$ cat config.mk
export PLATFORM = sky130hd
export DESIGN_NAME = vga_update_scheduler
export DESIGN_NICKNAME = d
export VERILOG_FILES = /design/src/rtl/vga_ctrl_pkg.sv /design/src/rtl/vga_update_scheduler_rr_arbiter3.sv /design/src/rtl/vga_update_scheduler.sv
export SDC_FILE = /design/constraint.sdc
export NUM_CORES = 1
export LEC_CHECK = 0
export CAP_MARGIN = 20
export CORE_MARGIN = 2
export CORE_UTILIZATION = 29
export DETAILED_ROUTE_END_ITERATION = 8
export SYNTH_ARGS = -nofsm -noshare
export SYNTH_HDL_FRONTEND = slang
export SYNTH_SLANG_ARGS = --single-unit
$ cat constraint.sdc
create_clock -name pixel_clk -period 4.2 [get_ports pixel_clk]
set_clock_uncertainty 0.05 [all_clocks]
set_input_delay 0.42 -clock pixel_clk [delete_from_list [all_inputs] [get_ports pixel_clk]]
set_output_delay 0.42 -clock pixel_clk [all_outputs]
set_load 0.02 [all_outputs]
$ cat src/rtl/vga_ctrl_pkg.sv
// -----------------------------------------------------------------------------
// vga_ctrl_pkg
// Shared constants and types for the VGA control path: screen geometry,
// scene-data field widths, update-slot identifiers and a small helper used
// by the round-robin arbiter to step through slots cyclically.
// -----------------------------------------------------------------------------
package vga_ctrl_pkg;

    localparam int unsigned H_PIXEL   = 640;
    localparam int unsigned V_PIXEL   = 480;

    localparam int unsigned DEST_W    = 8;
    localparam int unsigned STATE_W   = 2;
    localparam int unsigned PEOPLE_W  = 26;

    localparam int unsigned NUM_SLOTS = 3;
    localparam int unsigned IDX_DEST   = 0;
    localparam int unsigned IDX_STATE  = 1;
    localparam int unsigned IDX_PEOPLE = 2;

    typedef enum logic [1:0] {
        SLOT_DEST   = 2'd0,
        SLOT_STATE  = 2'd1,
        SLOT_PEOPLE = 2'd2
    } slot_id_t;

    // (base + off) mod NUM_SLOTS; base is assumed already in range.
    function automatic logic [1:0] slot_add(input logic [1:0] base, input int unsigned off);
        int unsigned sum;
        sum = (int'(base) + off) % NUM_SLOTS;
        return sum[1:0];
    endfunction

endpackage

$ cat src/rtl/vga_update_scheduler_rr_arbiter3.sv
// -----------------------------------------------------------------------------
// rr_arbiter3
// Purely combinational three-way round-robin arbiter. The pointer register
// lives in the parent.
//   req[2:0]      requests, bit index = slot id
//   ptr[1:0]      slot with highest priority this cycle
//   block         forces no grant (pointer then holds)
//   grant[2:0]    one-hot grant, all zero when nothing granted
//   next_ptr[1:0] slot after the granted one, or ptr when nothing granted
// -----------------------------------------------------------------------------
module rr_arbiter3
    import vga_ctrl_pkg::*;
(
    input  logic [2:0] req,
    input  logic [1:0] ptr,
    input  logic       block,
    output logic [2:0] grant,
    output logic [1:0] next_ptr
);

    logic [1:0] start;
    logic [1:0] cand;
    logic       found;

    // An out-of-range pointer (3) is treated as slot 0 so the arbiter
    // self-recovers rather than starving everyone.
    assign start = (ptr == 2'd3) ? 2'd0 : ptr;

    always_comb begin
        grant    = '0;
        next_ptr = start;
        found    = 1'b0;
        cand     = start;
        if (!block) begin
            for (int unsigned i = 0; i < NUM_SLOTS; i++) begin
                cand = slot_add(start, i);
                if (!found && req[cand]) begin
                    grant[cand] = 1'b1;
                    next_ptr    = slot_add(cand, 1);
                    found       = 1'b1;
                end
            end
        end
    end

endmodule

$ cat src/rtl/vga_update_scheduler.sv
// -----------------------------------------------------------------------------
// vga_update_scheduler
// Collects scene-data updates from three producers into pending registers and
// commits them all together at the start of vertical blanking, so pixel_gen
// never sees a value change mid-frame.
//   pixel_clk, reset               clock, synchronous active-high reset
//   vert_count[9:0]                current line from the VGA timing counter
//   dest_req/dest_data[7:0]        destination update handshake
//   state_req/state_data[1:0]      sim_state update handshake
//   people_req/people_data_in[25:0] people_data update handshake
//   dest_ack/state_ack/people_ack  grants; data captured on the acked edge
//   destination/sim_state/people_data  committed display values
//   commit                         one-cycle pulse when committed values change
//   frame_count                    number of commits, wrapping
//   overwrite_flags[2:0]           sticky {people, state, dest} overwrite flags
// -----------------------------------------------------------------------------
module vga_update_scheduler
    import vga_ctrl_pkg::*;
#(
    parameter int unsigned VBLANK_LINE = 480,
    parameter int unsigned FRAME_CNT_W = 8
) (
    input  logic                   pixel_clk,
    input  logic                   reset,
    input  logic [9:0]             vert_count,
    input  logic                   dest_req,
    input  logic [DEST_W-1:0]      dest_data,
    input  logic                   state_req,
    input  logic [STATE_W-1:0]     state_data,
    input  logic                   people_req,
    input  logic [PEOPLE_W-1:0]    people_data_in,
    output logic                   dest_ack,
    output logic                   state_ack,
    output logic                   people_ack,
    output logic [DEST_W-1:0]      destination,
    output logic [STATE_W-1:0]     sim_state,
    output logic [PEOPLE_W-1:0]    people_data,
    output logic                   commit,
    output logic [FRAME_CNT_W-1:0] frame_count,
    output logic [2:0]             overwrite_flags
);

    logic                vblank;
    logic                vblank_d;
    logic                commit_now;
    logic [1:0]          rr_ptr;
    logic [1:0]          next_ptr;
    logic [2:0]          req;
    logic [2:0]          grant;
    logic [2:0]          pending_valid;
    logic [DEST_W-1:0]   pend_dest;
    logic [STATE_W-1:0]  pend_state;
    logic [PEOPLE_W-1:0] pend_people;

    assign vblank     = (vert_count >= 10'(VBLANK_LINE));
    assign commit_now = vblank & ~vblank_d;

    assign req = {people_req, state_req, dest_req};

    // Grants are blocked on the commit cycle so an accept never races the
    // pending->output copy; a blocked requester simply waits one cycle.
    rr_arbiter3 u_arb (
        .req      (req),
        .ptr      (rr_ptr),
        .block    (commit_now),
        .grant    (grant),
        .next_ptr (next_ptr)
    );

    assign dest_ack   = grant[IDX_DEST];
    assign state_ack  = grant[IDX_STATE];
    assign people_ack = grant[IDX_PEOPLE];

    always_ff @(posedge pixel_clk) begin
        if (reset) begin
            // Starting "in blank" suppresses a spurious commit when reset is
            // released during vertical blanking.
            vblank_d        <= 1'b1;
            rr_ptr          <= '0;
            pending_valid   <= '0;
            destination     <= '0;
            sim_state       <= '0;
            people_data     <= '0;
            commit          <= 1'b0;
            frame_count     <= '0;
            overwrite_flags <= '0;
        end else begin
            vblank_d <= vblank;
            rr_ptr   <= next_ptr;
            commit   <= commit_now;

            if (commit_now) begin
                if (pending_valid[IDX_DEST])   destination <= pend_dest;
                if (pending_valid[IDX_STATE])  sim_state   <= pend_state;
                if (pending_valid[IDX_PEOPLE]) people_data <= pend_people;
                pending_valid <= '0;
                frame_count   <= frame_count + FRAME_CNT_W'(1);
            end else begin
                for (int unsigned i = 0; i < NUM_SLOTS; i++) begin
                    if (grant[i]) begin
                        pending_valid[i] <= 1'b1;
                        if (pending_valid[i]) overwrite_flags[i] <= 1'b1;
                    end
                end
            end
        end
    end

    // Pending data needs no reset: it is only ever observed through
    // pending_valid, which is cleared by reset.
    always_ff @(posedge pixel_clk) begin
        if (grant[IDX_DEST])   pend_dest   <= dest_data;
        if (grant[IDX_STATE])  pend_state  <= state_data;
        if (grant[IDX_PEOPLE]) pend_people <= people_data_in;
    end

endmodule

### Word-level counts from Yosys, hierarchy flattened

Index checks and enable logic that the tools add are counted.

| word-level totals | value |
|---|---|
| latch bits | 0 |
| memories kept | 0 |
| ROM bits | 0 |
| bits in writable memories | 0 |
| register bits | 90 |
| word-level logic and storage cells | 82 |

| cells by class | value |
|---|---|
| $lt $le $gt $ge | 7 |
| eq/ne operators | 1 |
| shifts and indexed selects | 0 |
| reductions and logical operators | 14 |
| bitwise operators | 5 |
| multiply operators | 0 |
| div/mod/pow operators | 6 |
| add/sub/neg operators | 6 |
| mux-type cells | 27 |

Operators by type and width:

| cell | count |
|---|---|
| 32-bit by 2-bit modulo with 32-bit output, second input constant | 5 |
| 2-bit by 2-bit modulo with 32-bit output, second input constant | 1 |
| 3-bit two-way mux | 6 |
| 2-bit by 1-bit adder with 3-bit output, second input constant | 4 |
| 10-bit by 9-bit greater-or-equal comparator with 1-bit output, second input constant | 1 |
| 1-bit two-way mux | 10 |
| 2-bit two-way mux | 5 |
| 2-bit by 3-bit < comparator with 1-bit output, second input constant | 3 |
| 3-bit AND reduction | 3 |
| 8-bit by 1-bit adder with 8-bit output, second input constant | 1 |
| 1-bit binary-select mux with 2-bit select | 3 |
| 1-bit demux with 2-bit select | 3 |
| 2-bit by 1-bit greater-or-equal comparator with 1-bit output, second input constant | 3 |
| 3-bit OR | 2 |
| 2-bit AND reduction | 3 |
| 1-bit logical AND | 5 |
| 2-bit by 2-bit adder with 3-bit output, second input constant | 1 |
| 2-bit == test, second input constant | 1 |
| 1-bit logical NOT | 2 |
| 1-bit NOT | 2 |
| 2-bit OR reduction | 1 |
| 1-bit bitwise AND | 1 |

### Longest topological paths before layout

Gate-level depths: netlist (run 1).

| depth | value |
|---|---|
| depth after elaboration | 16 |
| mapped depth | 8 |
| depth with buffers taken out | 7 |

### By module

A second synthesis (run 1) with hierarchy kept.

| second synthesis, totals | value |
|---|---|
| cell total of the unflattened synthesis | 325 |
| area total of the unflattened synthesis | 3,811.2 um^2 |

Modules (own cells, without submodules):

| module | times used | sequential area each (um^2) | cells each | area each (um^2) |
|---|---|---|---|---|
| vga_update_scheduler | 1 | 2,162.1 | 274 | 3,448.3 |
| rr_arbiter3 | 1 | 0.0 | 51 | 362.8 |

### Worst setup path after synthesis (run 1)

OpenSTA, ideal clock, no wires.

| path | value |
|---|---|
| path type | register to register |
| start point | reg rr_ptr[0] |
| end point | reg pend_people[0], enable pin |
| setup time | 0.461 ns |
| stages on the path, launching flop included | 8 |
| slack | 0.182 ns |
| data required time | 3.689 ns |
| data arrival time | 3.508 ns |
| cells stage by stage | dfxtp_1 > inv_1 > ha_1 > buf_4 > mux2i_1 > o22ai_2 > a211oi_2 > nor3_1 |

| on the way | value |
|---|---|
| longest elaborated chain between the ends | 15 |

Ends and longest elaborated chain:

| item | line | RTL |
|---|---|---|
| start: declaration | vga_update_scheduler.sv:46 | `logic [1:0] rr_ptr;` |
| start signal: assignment | vga_update_scheduler.sv:89 | `rr_ptr <= next_ptr;` |
| 2-bit == test | vga_update_scheduler_rr_arbiter3.sv:27 | `assign start = (ptr == 2'd3) ? 2'd0 : ptr;` |
| 2-bit two-way mux (*) | vga_update_scheduler_rr_arbiter3.sv:27 |  |
| parallel branches: the longest is 11 deep, another holds 32-bit by 2-bit modulo with 32-bit output | n/a |  |
| 3-bit two-way mux (*) | vga_update_scheduler_rr_arbiter3.sv:37 | `if (!found && req[cand]) begin` |
| 3-bit two-way mux (*) | vga_update_scheduler_rr_arbiter3.sv:34 | `if (!block) begin` |
| via people_ack | vga_update_scheduler.sv:34 | `output logic people_ack,` |
| end signal: assignment | vga_update_scheduler.sv:114 | `if (grant[IDX_PEOPLE]) pend_people <= people_data_in;` |
| end: declaration | vga_update_scheduler.sv:53 | `logic [PEOPLE_W-1:0] pend_people;` |

Mark *: on every way through the listed nets, which the timed path passes. The select of a mux whose other input is x is not followed.
A chain may end at the register's enable or synchronous reset.

### Worst setup path in the final report (run 1)

| path | value |
|---|---|
| start point | reg rr_ptr[0] |
| end point | out dest_ack |

| on the way | value |
|---|---|
| longest elaborated chain between the ends | 15 |

Ends and longest elaborated chain:

| item | line | RTL |
|---|---|---|
| 2-bit == test | vga_update_scheduler_rr_arbiter3.sv:27 |  |
| 2-bit two-way mux (*) | vga_update_scheduler_rr_arbiter3.sv:27 |  |
| parallel branches: the longest is 11 deep, another holds 32-bit by 2-bit modulo with 32-bit output | n/a |  |
| 3-bit two-way mux (*) | vga_update_scheduler_rr_arbiter3.sv:37 |  |
| 3-bit two-way mux (*) | vga_update_scheduler_rr_arbiter3.sv:34 |  |
| end: declaration | vga_update_scheduler.sv:32 | `output logic dest_ack,` |

Mark *: on every way between the ends. The select of a mux whose other input is x is not followed.

==> key figures, run 1 <==
Logic synthesis
  – #FFs+latches synth: 90
  – Cell Area, Synth: 3423 um2
  – Sequential share of the synthesized area: 63.16%
  – Ys Warns: 0
  – Post-synth EDFFs: 36
  – Post-Syn Nets: 364
  – Post-synthesis async set-or-reset flop share: 0%
  – Yosys cell types: 50
  – Mapped Cells: 308
  – Mean post-synth cell area: 11.11 um2
  – Post-synth top flop: dfxtp_1

CTS
  – H-tree levels: 3
  – Worst skew pair latency: 330 ps
  – Clk sinks: 90
  – Clk slew on worst S/H paths: 60 ps
  – Cts repair resizes: 0
  – Total CTS buffers: 9
  – CTS Root Cell: clkbuf_16
  – Cts-stage hold buffer count: 0
  – CTS tree: done
  – Postcts setup bufs: 0
  – Clock Path Buffers: 2

Global routing
  – Overflow after GRT: 0
  – First-pass GRT wire length: 12.83 mm
  – GRT Util Overall: 12.53%
  – Vias in the first global route: 2578
  – Largest net degree at the start of global routing: 51
  – Antenna violations before repair: 0

Finish
  – Area growth syn-to-layout: 40.57%
  – # diodes: 0
  – Most common cell after layout, fill and taps aside: clkdlybuf4s50_1
  – Fin cells: 551
  – Filler cell count in the final layout: 1110
  – Most frequent cells in the layout: clkdlybuf4s50_1 (95), nand2_1 (81), dfxtp_1 (54)
  – Multi-input logic area: 1149 um2
  – Nets: 459
  – Storage element area: 2162 um2
  – Share of cells above drive strength 1: 9.069%

Setup path
  – Max FO, Critical Path: 9
  – Arr. time, crit path: 3060 ps
  – Required @ worst endpoint: 3730 ps
  – CP Class: flop to output port
  – Worst R2R Path Depth: 8
  – Startpoint Class: flop
  – Worst setup EP type: output port

STA
  – Relative slew slack: 32.32%
  – Setup TNS: 0 ps
  – Setup WS post-layout: 668.7 ps
  – Final Cycle Share: 84.08%
  – Unrepaired setup endpoints after global routing: no
  – Minimum clock period after layout: 3531 ps
  – Hold slack: 405.4 ps
  – Max Freq: 0.2832 GHz
  – Slew Viols, Final: 0
  – Setup violators final: 0
  – Tightest Pin Transition: 1015 ps
  – Fin. Hold Viols: 0

Place
  – Buffers added on ports: 96
  – DP HPWL: 5.176 mm
  – Placed cells: 535
  – Routability congestion estimate from global placement: 0.7878
  – Dpl ws: 1010 ps

Routing
  – DRT Wirelength: 7.587 mm
  – DRC violations left: 0
  – Routed Antenna Nets: 0
  – DR vias/cell: 4.606
  – Drt first-iter violations: 185
  – Total number of vias: 2538
  – Routed WL per cell: 13.77 um
  – Pre-antenna DRT Iters: 4

Pwr
  – Cell area power density: 534.5 nW/um2
  – VDD IR max: 213.0 uV
  – Pleak: 1.590 nW
  – Total power: 2.572 mW

Floorplanning
  – Core area: 11470 um2
  – Chip Height: 112.7 um
  – Row count: 39
  – DIE AREA: 12690 um2
  – Ports: 102
  – Initial Utilization: 29.85%
  – DIE WIDTH: 112.7 um

Outcome
  – Status: completed

Min path
  – Hold WC Path Type: flop to flop
  – Hold path depth: 2

Flow run
  – Max Cap Violations: 0
[metrics by stage]
stage                     instance area (um2)  utilization, %
after detailed placement                 4491           39.16
after global routing                     4812           41.96
after global placement                   4491           39.16
after floorplan                          3423               -
after CTS                                4812           41.96
final                                    4812           41.96
[worst max-delay path, cell delays in order (launching register included)]
cell and delay, ps:
dfxtp_1 360, inv_1 70, ha_1 430, inv_1 200, nand2_1 80, a211oi_1 390, a2111oi_4 80, a211oi_1 430
clkdlybuf4s50_1 710
[where the power goes]
| group | switching [mW] | internal (mW) |
|---|---|---|
| combinational | 0.343 | 0.236 |
| clock | 0.328 | 0.523 |
| sequential | 0.0556 | 1.09 |
| total | 0.727 | 1.85 |
[logic make-up (layout without fill, tap and decap cells)]
| family | after synthesis | after routing | share of synthesized area (%) |
|---|---|---|---|
| compound gates | 64 | 64 | 13.60 |
| flops | 90 | 90 | 63.16 |
| simple gates | 118 | 118 | 15.50 |
| buf+inv | 22 | 122 | 3.436 |
| xor+xnor | 7 | 7 | 1.791 |
| mux | 2 | 2 | 0.6944 |
| fa+ha+maj | 5 | 5 | 1.827 |
[worst paths after layout]
kind,slack [ps],startpoint,end
setup / recovery,670,rr_ptr[0]$_SDFF_PP0_,dest_ack
hold / removal,410,people_data[23]$_SDFFE_PP0P_,people_data[23]$_SDFFE_PP0P_
setup reg to reg,1560,rr_ptr[0]$_SDFF_PP0_,pend_dest[3]$_DFFE_PP_
hold reg to reg,410,people_data[23]$_SDFFE_PP0P_,people_data[23]$_SDFFE_PP0P_
[layout make-up]
type	count	share of cell area, %
clock buffer	10	4.758
clock inverter	6	1.924
inverter	8	0.6240
multi-input combinational	196	23.87
sequential	90	44.93
tap	143	3.718
timing repair buffer	98	20.18
[flip-flops by register name, indices dropped and copies added (netlist names)]
| signal | cells |
|---|---|
| pend_people | 26 |
| people_data | 26 |
| destination | 8 |
| frame_count | 8 |
| pend_dest | 8 |
| overwrite_flags | 3 |
| pending_valid | 3 |
| pend_state | 2 |
| rr_ptr | 2 |
| sim_state | 2 |
| commit | 1 |
| vblank_d | 1 |
[synthesized netlist by cell type (2+ instances only)]
cell       count  area share (%)
nor4b_2        3             1.3
clkbuf_1       5            0.55
xor2_1         3            0.77
edfxtp_1      36              32
o21a_1         4            0.88
inv_1          7            0.77
ha_1           5             1.8
nand3_1        4            0.58
nor2_1        16             1.8
o2bb2ai_1      2            0.51
nand2_1       81             8.9
dfxtp_1       54              32
buf_2          4            0.58
a211oi_1       2            0.44
xnor2_1        4             1.0
a21oi_1       38             5.6
o21ai_0        3            0.44
buf_6          3            0.99
buf_4          2            0.44
and2_1         2            0.37
[layer usage]
metal | vias up | GRT usage, % | part of all wire, % | routed length, um
li1 | 1256 | - | - | -
met1 | 1193 | 16.21 | 47 | 3540
met2 | 81 | 20.44 | 46 | 3510
met3 | 8 | 3.942 | 6.2 | 469
met4 | 0 | 3.171 | 0.87 | 66
met5 | - | 0 | 0 | 0
Note: power is estimated with default switching activity, not from simulation.
==> run 2, diff against run 1 <==
clock period = 3.4 ns   (was 4.2 ns; I/O delays follow)
==> run 2 against run 1 <==
Sequential power grew 24%. First-iteration DRC count shrank 1.1%. Routed wire length shrank 0.14%. Sequential share of layout area shrank 0.42 points. Design area grew 0.94%. Sequential cell count is the same. Critical endpoint is now people_ack.
==> key figures, run 2 (same netlist as run 1, synthesis figures left out) <==
Setup path
  – Worst setup EP type: output port
  – CP peak stage delay: 580 ps
  – CP Depth: 7
  – Required @ worst endpoint: 3010 ps
  – CP Class: flop to output port
  – Arr. time, crit path: 2760 ps
  – Critical-path cell list: inv_1 -> ha_1 -> mux2i_1 -> o22ai_2 -> a211oi_2 -> nor3_4 -> clkdlybuf4s50_1
  – Worst path top cell family by delay: buffers and inverters
  – Max stage delay cell, worst path: clkdlybuf4s50_1
  – Startpoint Class: flop
  – Max FO, Critical Path: 9
  – CP Buf/Inv Count: 2
  – Worst R2R Path Depth: 8

Finish
  – Final instance area: 4857 um2
  – Share of cells above drive strength 1: 10.71%
  – # diodes: 0
  – Fin cells: 554
  – Largest regs: pend_people x26, people_data x26
  – Most common cell after layout, fill and taps aside: clkdlybuf4s50_1
  – Filler cell count in the final layout: 1076
  – Area growth syn-to-layout: 41.89%
  – Most frequent cells in the layout: clkdlybuf4s50_1 (94), nand2_1 (81), dfxtp_1 (54)
  – Nets: 462

STA
  – Minimum clock period after layout: 3151 ps
  – Tightest Pin Transition: 644.7 ps
  – Setup violators final: 0
  – Slew Viols, Final: 0
  – Setup TNS: 0 ps
  – Final Cycle Share: 92.67%
  – Fin. Hold Viols: 0
  – Max Freq: 0.3174 GHz
  – Relative slew slack: 57.02%
  – Unrepaired setup endpoints after global routing: no

Outcome
  – Status: completed

Min path
  – Hold WC Path Type: flop to flop
  – Hold path depth: 2

Floorplanning
  – Initial Utilization: 29.85%
  – Core area: 11470 um2
  – Chip Height: 112.7 um
  – DIE AREA: 12690 um2
  – Ports: 102
  – Row count: 39
  – DIE WIDTH: 112.7 um

Place
  – Routability congestion estimate from global placement: 0.7663
  – Buffers added on ports: 96
  – DP HPWL: 5.333 mm
  – Placed cells: 538
  – DP Area: 4519 um2

Pwr
  – VDD IR max: 389.7 uV
  – Pleak: 1.626 nW
  – Cell area power density: 656.6 nW/um2

Global routing
  – Largest net degree at the start of global routing: 34
  – First-pass GRT wire length: 12.12 mm
  – GRT Util Overall: 12.30%
  – Overflow after GRT: 0
  – Vias in the first global route: 2428
  – Antenna violations before repair: 0

Flow run
  – Max Cap Violations: 0

CTS
  – Worst skew pair latency: 340 ps
  – CTS tree: done
  – Total CTS buffers: 9
  – Clock Path Buffers: 2
  – Clk slew on worst S/H paths: 60 ps
  – H-tree levels: 3
  – CTS Root Cell: clkbuf_16
  – Clk sinks: 90

Routing
  – Pre-antenna DRT Iters: 4
  – Drt first-iter violations: 183
  – DRC violations left: 0
  – Routed WL per cell: 13.68 um
  – Routed Antenna Nets: 0
  – DRT Wirelength: 7.576 mm
  – Total number of vias: 2527
  – DR vias/cell: 4.561
[run 2: changes by cell type in the layout (fill, tap and decap cells not counted), sizes merged]
cell,before,now
buf,3,6
inv,8,10
bufinv,2,1
clkdlybuf4s50,95,94
clkinvlp,2,1
dlymetal6s2s,0,1
[run 2: routing by layer]
metal	global-route usage (%)	vias up	part of all wire, %
met3	4.806	9	6.9
met5	0	-	0
met4	4.309	0	1.2
met1	14.93	1175	44
li1	-	1258	-
met2	19.92	85	47
[run 2: worst register-to-register path: stages, from the launching register on]
cell,delay [ps]
dfxtp_1,350
inv_1,70
ha_1,440
inv_1,240
nand2_1,110
a211oi_2,300
a2111oi_4,90
a211oi_2,360
buf_4,240
[run 2: worst paths after layout]
kind / startpoint / end / slack [ps]
worst max-delay path: rr_ptr[0]$_SDFF_PP0_ / people_ack / 250
worst min-delay path: destination[7]$_SDFFE_PP0P_ / destination[7]$_SDFFE_PP0P_ / 400
worst max register to register: rr_ptr[0]$_SDFF_PP0_ / pend_dest[7]$_DFFE_PP_ / 870
worst min register to register: destination[7]$_SDFFE_PP0P_ / destination[7]$_SDFFE_PP0P_ / 400
[run 2: cell type report]
class	count	area [um2]	area share, %
well taps	143	178.9	3.684
inverters	8	30.03	0.6182
repair buffers	101	996.0	20.50
clock buffers	10	250.2	5.152
multi-input cells	196	1171	24.11
clock inverters	6	68.82	1.417
flip-flops and latches	90	2162	44.51
[run 2: power breakdown]
group / switching, mW / internal [mW] / leakage [nW] / total (mW)
logic: 0.444 / 0.299 / 0.700 / 0.743
clock network: 0.418 / 0.619 / 0.155 / 1.04
registers: 0.0678 / 1.34 / 0.772 / 1.41
total: 0.930 / 2.26 / 1.63 / 3.19
[run 2: through the flow]
step	setup slack [ps]	hold WS (ps)	power [mW]	utilization, %
floorplan	369.1	388.9	1.893	-
global placement	333.1	390.1	2.142	39.41
detailed placement	226.8	396.1	2.162	39.41
CTS	97.72	405.1	3.225	42.28
global route	61.90	425.0	3.348	42.36
finish	249.1	402.1	3.189	42.36
[run 2: what timing repair did]
action                                 CTS  global route
endpoints found under the hold margin    0             0
hold buffers                             0             0
pin swaps                                0             0
gates resized for setup                  2             2
setup buffers                            0             0
setup endpoints to repair                1             2
